===== src/rtl/fixed_divider_if.sv =====
// Start/busy/done handshake bundle for the fixed_divider block.
// The requester uses the master modport; the divider uses the slave modport.
interface fixed_divider_if;
  logic        i_start;
  logic [15:0] i_num;
  logic [15:0] i_den;
  logic        o_busy;
  logic        o_done;
  logic [15:0] o_quot;
  logic        o_sat;

  modport master (
    output i_start, i_num, i_den,
    input  o_busy, o_done, o_quot, o_sat
  );

  modport slave (
    input  i_start, i_num, i_den,
    output o_busy, o_done, o_quot, o_sat
  );
endinterface


===== src/rtl/fixed_divider.sv =====
// fixed_divider: iterative signed Q6.10 restoring divider, one quotient bit
// per clock, fixed 27-cycle latency from accepted start to o_done.
// Optional feature macro: FIXED_DIVIDER_SAT_EN (symmetric saturation and
// o_sat flag). Without it overflow wraps and o_sat is tied low; the
// divide-by-zero override applies in both builds.
module fixed_divider #(
  parameter int FRAC = 10
) (
  input  logic            clk,
  input  logic            reset,
  fixed_divider_if.slave  bus
);

  localparam int ITERS = 16 + FRAC;
  localparam int CW    = $clog2(ITERS);
`ifdef FIXED_DIVIDER_SAT_EN
  // Full quotient magnitude is kept so overflow above bit 14 can be seen.
  localparam int QW    = ITERS;
`else
  // Only the low 16 quotient bits reach the output when overflow wraps.
  localparam int QW    = 16;
`endif

  typedef enum logic [1:0] {
    S_IDLE,
    S_DIV,
    S_FIX
  } state_t;

  state_t            r_state;
  logic              r_sign;
  logic              r_num_neg;
  logic              r_dz;
  logic [15:0]       r_den_abs;
  logic [ITERS-1:0]  r_dividend;
  logic [15:0]       r_rem;
  logic [QW-1:0]     r_quo;
  logic [CW-1:0]     r_count;
  logic              r_busy;
  logic              r_done;
  logic [15:0]       r_quot;
`ifdef FIXED_DIVIDER_SAT_EN
  logic              r_sat;
`endif

  // Magnitudes as 16-bit unsigned: 0x8000 negates to itself, read as +32768.
  logic [15:0] w_num_abs;
  logic [15:0] w_den_abs;
  logic [16:0] w_rem_sh;
  logic        w_ge;
  logic [15:0] w_rem_next;
  logic [15:0] w_quot_fix;
  logic        w_sat_fix;

  assign w_num_abs = bus.i_num[15] ? (16'd0 - bus.i_num) : bus.i_num;
  assign w_den_abs = bus.i_den[15] ? (16'd0 - bus.i_den) : bus.i_den;

  // One restoring step: shift in the next dividend bit, trial-subtract.
  always_comb begin
    w_rem_sh   = {r_rem, r_dividend[ITERS-1]};
    w_ge       = (w_rem_sh >= {1'b0, r_den_abs});
    w_rem_next = w_ge ? 16'(w_rem_sh - {1'b0, r_den_abs}) : w_rem_sh[15:0];
  end

  // Final result: signed wrap/saturate plus the divide-by-zero override.
  always_comb begin
    w_quot_fix = r_sign ? (16'd0 - r_quo[15:0]) : r_quo[15:0];
    w_sat_fix  = 1'b0;
`ifdef FIXED_DIVIDER_SAT_EN
    if (r_quo[QW-1:15] != '0) begin
      w_sat_fix  = 1'b1;
      w_quot_fix = r_sign ? 16'h8001 : 16'h7FFF;
    end
`endif
    if (r_dz) begin
`ifdef FIXED_DIVIDER_SAT_EN
      w_sat_fix  = 1'b1;
`endif
      w_quot_fix = r_num_neg ? 16'h8001 : 16'h7FFF;
    end
  end

  // Control FSM and datapath registers: IDLE -> DIV (ITERS steps) -> FIX.
  always_ff @(posedge clk) begin
    if (reset) begin
      r_state    <= S_IDLE;
      r_sign     <= 1'b0;
      r_num_neg  <= 1'b0;
      r_dz       <= 1'b0;
      r_den_abs  <= '0;
      r_dividend <= '0;
      r_rem      <= '0;
      r_quo      <= '0;
      r_count    <= '0;
      r_busy     <= 1'b0;
      r_done     <= 1'b0;
      r_quot     <= '0;
`ifdef FIXED_DIVIDER_SAT_EN
      r_sat      <= 1'b0;
`endif
    end else begin
      r_done <= 1'b0;
      case (r_state)
        S_IDLE: begin
          if (bus.i_start) begin
            r_sign     <= bus.i_num[15] ^ bus.i_den[15];
            r_num_neg  <= bus.i_num[15];
            r_dz       <= (bus.i_den == '0);
            r_den_abs  <= w_den_abs;
            r_dividend <= {w_num_abs, {FRAC{1'b0}}};
            r_rem      <= '0;
            r_quo      <= '0;
            r_count    <= '0;
            r_busy     <= 1'b1;
            r_state    <= S_DIV;
          end
        end
        S_DIV: begin
          r_rem      <= w_rem_next;
          r_dividend <= {r_dividend[ITERS-2:0], 1'b0};
          r_quo      <= {r_quo[QW-2:0], w_ge};
          r_count    <= r_count + CW'(1);
          if (r_count == CW'(ITERS - 1)) begin
            r_state <= S_FIX;
          end
        end
        S_FIX: begin
          r_quot  <= w_quot_fix;
`ifdef FIXED_DIVIDER_SAT_EN
          r_sat   <= w_sat_fix;
`endif
          r_done  <= 1'b1;
          r_busy  <= 1'b0;
          r_state <= S_IDLE;
        end
        default: begin
          r_state <= S_IDLE;
          r_busy  <= 1'b0;
        end
      endcase
    end
  end

  assign bus.o_busy = r_busy;
  assign bus.o_done = r_done;
  assign bus.o_quot = r_quot;
`ifdef FIXED_DIVIDER_SAT_EN
  assign bus.o_sat  = r_sat;
`else
  assign bus.o_sat  = 1'b0;
  // Saturation flag is not produced in this build.
  logic w_unused_sat;
  assign w_unused_sat = w_sat_fix;
`endif

endmodule

===== src/flat_wrapper.sv =====
// flat-port wrapper written by rule: the top's interface ports become plain ports
module fixed_divider_flat 
#(
  parameter int FRAC = 10
)
  (clk, reset, bus_i_start, bus_i_num, bus_i_den, bus_o_busy, bus_o_done, bus_o_quot, bus_o_sat);
  fixed_divider_if bus_i ();
  input  logic clk;
  input  logic reset;
  input wire logic [$bits(bus_i.i_start)-1:0] bus_i_start;
  input wire logic [$bits(bus_i.i_num)-1:0] bus_i_num;
  input wire logic [$bits(bus_i.i_den)-1:0] bus_i_den;
  output wire logic [$bits(bus_i.o_busy)-1:0] bus_o_busy;
  output wire logic [$bits(bus_i.o_done)-1:0] bus_o_done;
  output wire logic [$bits(bus_i.o_quot)-1:0] bus_o_quot;
  output wire logic [$bits(bus_i.o_sat)-1:0] bus_o_sat;
  assign bus_i.i_start = bus_i_start;
  assign bus_i.i_num = bus_i_num;
  assign bus_i.i_den = bus_i_den;
  assign bus_o_busy = bus_i.o_busy;
  assign bus_o_done = bus_i.o_done;
  assign bus_o_quot = bus_i.o_quot;
  assign bus_o_sat = bus_i.o_sat;
  fixed_divider #(.FRAC(FRAC)) u_core (.clk(clk), .reset(reset), .bus(bus_i));
endmodule

===== config.mk =====
export PLATFORM = sky130hd
export DESIGN_NAME = fixed_divider_flat
export DESIGN_NICKNAME = d
export VERILOG_FILES = /design/src/rtl/fixed_divider_if.sv /design/src/rtl/fixed_divider.sv /design/src/flat_wrapper.sv
export SDC_FILE = /design/constraint.sdc
export NUM_CORES = 1
export LEC_CHECK = 0
export BUFFER_PORTS_ARGS = -buffer_cell sky130_fd_sc_hd__buf_2
export CAP_MARGIN = 0
export CORE_ASPECT_RATIO = 1.2
export CORE_MARGIN = 5
export CORE_UTILIZATION = 64
export DETAILED_ROUTE_END_ITERATION = 8
export PLACE_DENSITY = 0.89
export SETUP_SLACK_MARGIN = 0.3
export SYNTH_ARGS = -nofsm -noshare
export SYNTH_HDL_FRONTEND = slang
export SYNTH_SLANG_ARGS = --single-unit

===== constraint.sdc =====
create_clock -name clk -period 3.42 [get_ports clk]
set_input_delay 0.513 -clock clk [delete_from_list [all_inputs] [get_ports clk]]
set_output_delay 0.513 -clock clk [all_outputs]
set_load 0.02 [all_outputs]

==> reports/metrics.yaml <==
run_status:
  status: "completed"
power:
  switching_share: 0.385
  irDropWorstVdd_uv: 454
  p_leak_nw: 2.30
  combPwrFrac: 0.406
  p_sw_w: 0.00130
  cellPowerDensity_nw_per_um2: 602
  p_seq_frac: 0.361
  internal_power_w: 0.00208
  pwr-share-clk: 0.233
grt:
  grt-ovfl-total: 0
  track_usage: 0.251
  grt_pass1_wl_mm: 20.5
  grt_pass1_vias: 4529
  grt_antenna_before_repair: 0
  grt_max_degree: 51
worst_setup_path:
  crit_arrival_ns: 2.97
  path_class: "reg -> reg"
  cp_top_family: "compound AO/OA/AOI/OAI gates"
  worst-path-buf-inv: 1
  cp_cell_sequence: "inv_1, ha_1, a21oi_1, a21boi_0, a311oi_1, o211a_2, a211oi_1, a211o_1"
  crit_required_ns: 3.68
  end_kind: "flip-flop"
  cp_slowest_stage_delay_ns: 0.63
  cp_max_fo: 25
  startpoint_type: "flip-flop"
  critPathSlowestCell: "o211a_2"
sta:
  slew_headroom: 0.306
  rsz0062_at_grt: "no"
  fin_crit_sh: 0.792
  skew_ns: 0.0126
  drv_slew: 0
  worst_pin_slew_ns: 1.04
  fmax_mhz: 369
  fin_setup_tns_ns: 0
  period_needed_ns: 2.71
  hold_viol: 0
  setup_viol: 0
  fin_hold_ws_ns: 0.419
placement:
  numPortBuffers: 52
  hpwl_mm: 8.63
  gp_congestion: 0.911
  placed_area_um2: 5400
clocking:
  cts_tree: "done"
  ctsLongestPathBuffers: 2
  cts.sinks: 92
  clk_pin_slew_ns: 0.09
  cts_resized: 0
  htreeDepth: 3
  cts_root_buffer: "clkbuf_8"
  clock_latency_ns: 0.37
  ctsHoldBuffers: 0
  cts_buffers: 9
  postCtsSetupRepairBufs: 0
layout:
  drive_gt1_frac: 0.131
  fin_nets: 702
  fill_cells: 566
  ff_latch_area_um2: 1840
  finalInstanceArea_um2: 5620
  diodes: 0
  multi_input_area_um2: 3050
  area_growth_pct: 9.12
  layout.core_utilization: 0.724
floorplanning:
  rows: 35
  core_area_um2: 7750
  die_w_um: 91.9
  die_y_um: 108
  ios: 54
  die-area_um2: 9940
  start_util: 0.664
synth:
  ys.flop_type: "dfxtp_1"
  synth_top_area_frac: 0.358
  synthArstFlopShare: 0
  synth_edf_count: 0
  netlist_instances: 615
  yosys_warnings: 0
  avgSynthCellArea_um2: 8.37
  synth_area_leaders: "dfxtp_1 36%, xnor2_1 5.8%, ha_1 5.1%"
  synth_area_leader_cell: "dfxtp_1"
  syn_nets: 672
  yosysSeqAreaShare: 0.358
  synth_area_um2: 5150
  ys_ff_latch: 92
  synth_cell_type_count: 57
routing:
  ant_nets: 0
  drt_pass1_iterations: 8
  route.detailed.drc: 0
  first_iter_violations: 396
  wl_per_cell_um: 16.2
  routed_wl_mm: 12.0
  viasPerCell: 6.37
  vias: 4726
min_path:
  min_path_type: "in -> reg"
job:
  maxCapViolations: 0
==> worst paths after layout <==
| path | startpoint | endpoint | slack (ns) | cells past startpoint |
|---|---|---|---|---|
| setup / recovery | u_core.r_den_abs[11] | u_core.r_rem[11] | 0.71 | 8 |
| hold / removal | bus_i_den[0] | u_core.r_den_abs[0] | 0.42 | 3 |
| setup reg to reg | u_core.r_den_abs[11] | u_core.r_rem[11] | 0.71 | 8 |
| hold reg to reg | u_core.bus.o_quot[14] | u_core.bus.o_quot[14] | 0.45 | 2 |
==> tightest hold or removal path, cell delays in order <==
cell     delay [ns]
buf_2          0.11
nand2_1        0.06
a21oi_1        0.05
==> synthesized netlist by cell type, types with 10 or more instances <==
cell type,instances
nor2_1,63
inv_1,26
a22o_1,16
clkbuf_1,32
xnor2_1,34
nand3_1,15
o31ai_1,11
dfxtp_1,92
a211oi_1,18
o21ai_1,34
xor2_1,14
nand2b_1,13
a21oi_1,35
ha_1,21
mux2i_1,10
nand2_1,57
a222oi_1,14
==> per-layer routing <==
layer	GRT usage	vias up	share of wire
met4	0.118	0	0.027
li1	-	2295	-
met1	0.299	2226	0.41
met2	0.438	175	0.50
met5	0	-	0
met3	0.0438	30	0.064
==> stage by stage <==
step	worst slack, ns	cells	power, W
2_1_floorplan	1.06	615	0.00234
5_1_grt	0.399	742	0.00359
3_3_place_gp	0.701	726	0.00253
4_1_cts	0.585	742	0.00336
3_5_place_dp	0.591	726	0.00258
6_report	0.713	742	0.00338
==> layout make-up <==
type                       instances  share of cell area
timing repair buffer              57              0.0530
inverter                          26              0.0174
clock buffer                       9              0.0221
sequential                        92               0.328
multi-input combinational        459               0.543
tap                               92              0.0205
clock inverter                     7              0.0158
==> registers in the layout, summed over array words and instances (netlist names), 2 cells and up <==
signal,count
u_core.r_count,5
u_core.r_quo,16
u_core.r_state,2
u_core.bus.o_quot,16
u_core.r_den_abs,16
u_core.r_dividend,16
u_core.r_rem,16
==> cells in the final DEF (no fill, tap or decap), types with 4 or more instances in the layout <==
cell type and instances:
o21ai_1 34, clkbuf_8 9, and3_1 6, inv_1 26, a222oi_1 14, buf_4 5, buf_2 52, dfxtp_1 92
nand4_1 4, a32oi_1 6, nand3_1 15, o21ai_0 9, nor2_1 62, a21o_1 6, mux2i_1 10, xnor2_1 34
a22o_1 16, a21oi_1 35, a211oi_1 18, xor2_1 14, nand2_1 57, ha_1 21, o21a_1 4, o211ai_1 9
o31ai_1 11, nor3_1 6, nand2b_1 13, o41ai_1 4, or4_1 5, or3_1 4
==> power by group through the flow <==
stage	logic (W)	registers [W]	clock network [W]
final	0.00137	0.00122	0.000788
after global routing	0.00151	0.00123	0.000851
after CTS	0.00134	0.00122	0.000793
after detailed placement	0.00134	0.00124	0
after global placement	0.00129	0.00124	0
after floorplan	0.00112	0.00122	0
==> logic make-up (layout without fill, tap and decap cells) <==
logic type,after synthesis,in the layout,share of synthesized area
AO/OA/AOI/OAI,186,186,0.258
XOR/XNOR,48,48,0.0817
adder cells (fa/ha/maj),22,22,0.0549
buffers and inverters,64,99,0.0498
flip-flops,92,92,0.358
multiplexers,10,10,0.0195
other,1,1,0.000729
AND/OR/NAND/NOR,192,192,0.178
(Power assumes the default switching activity.)
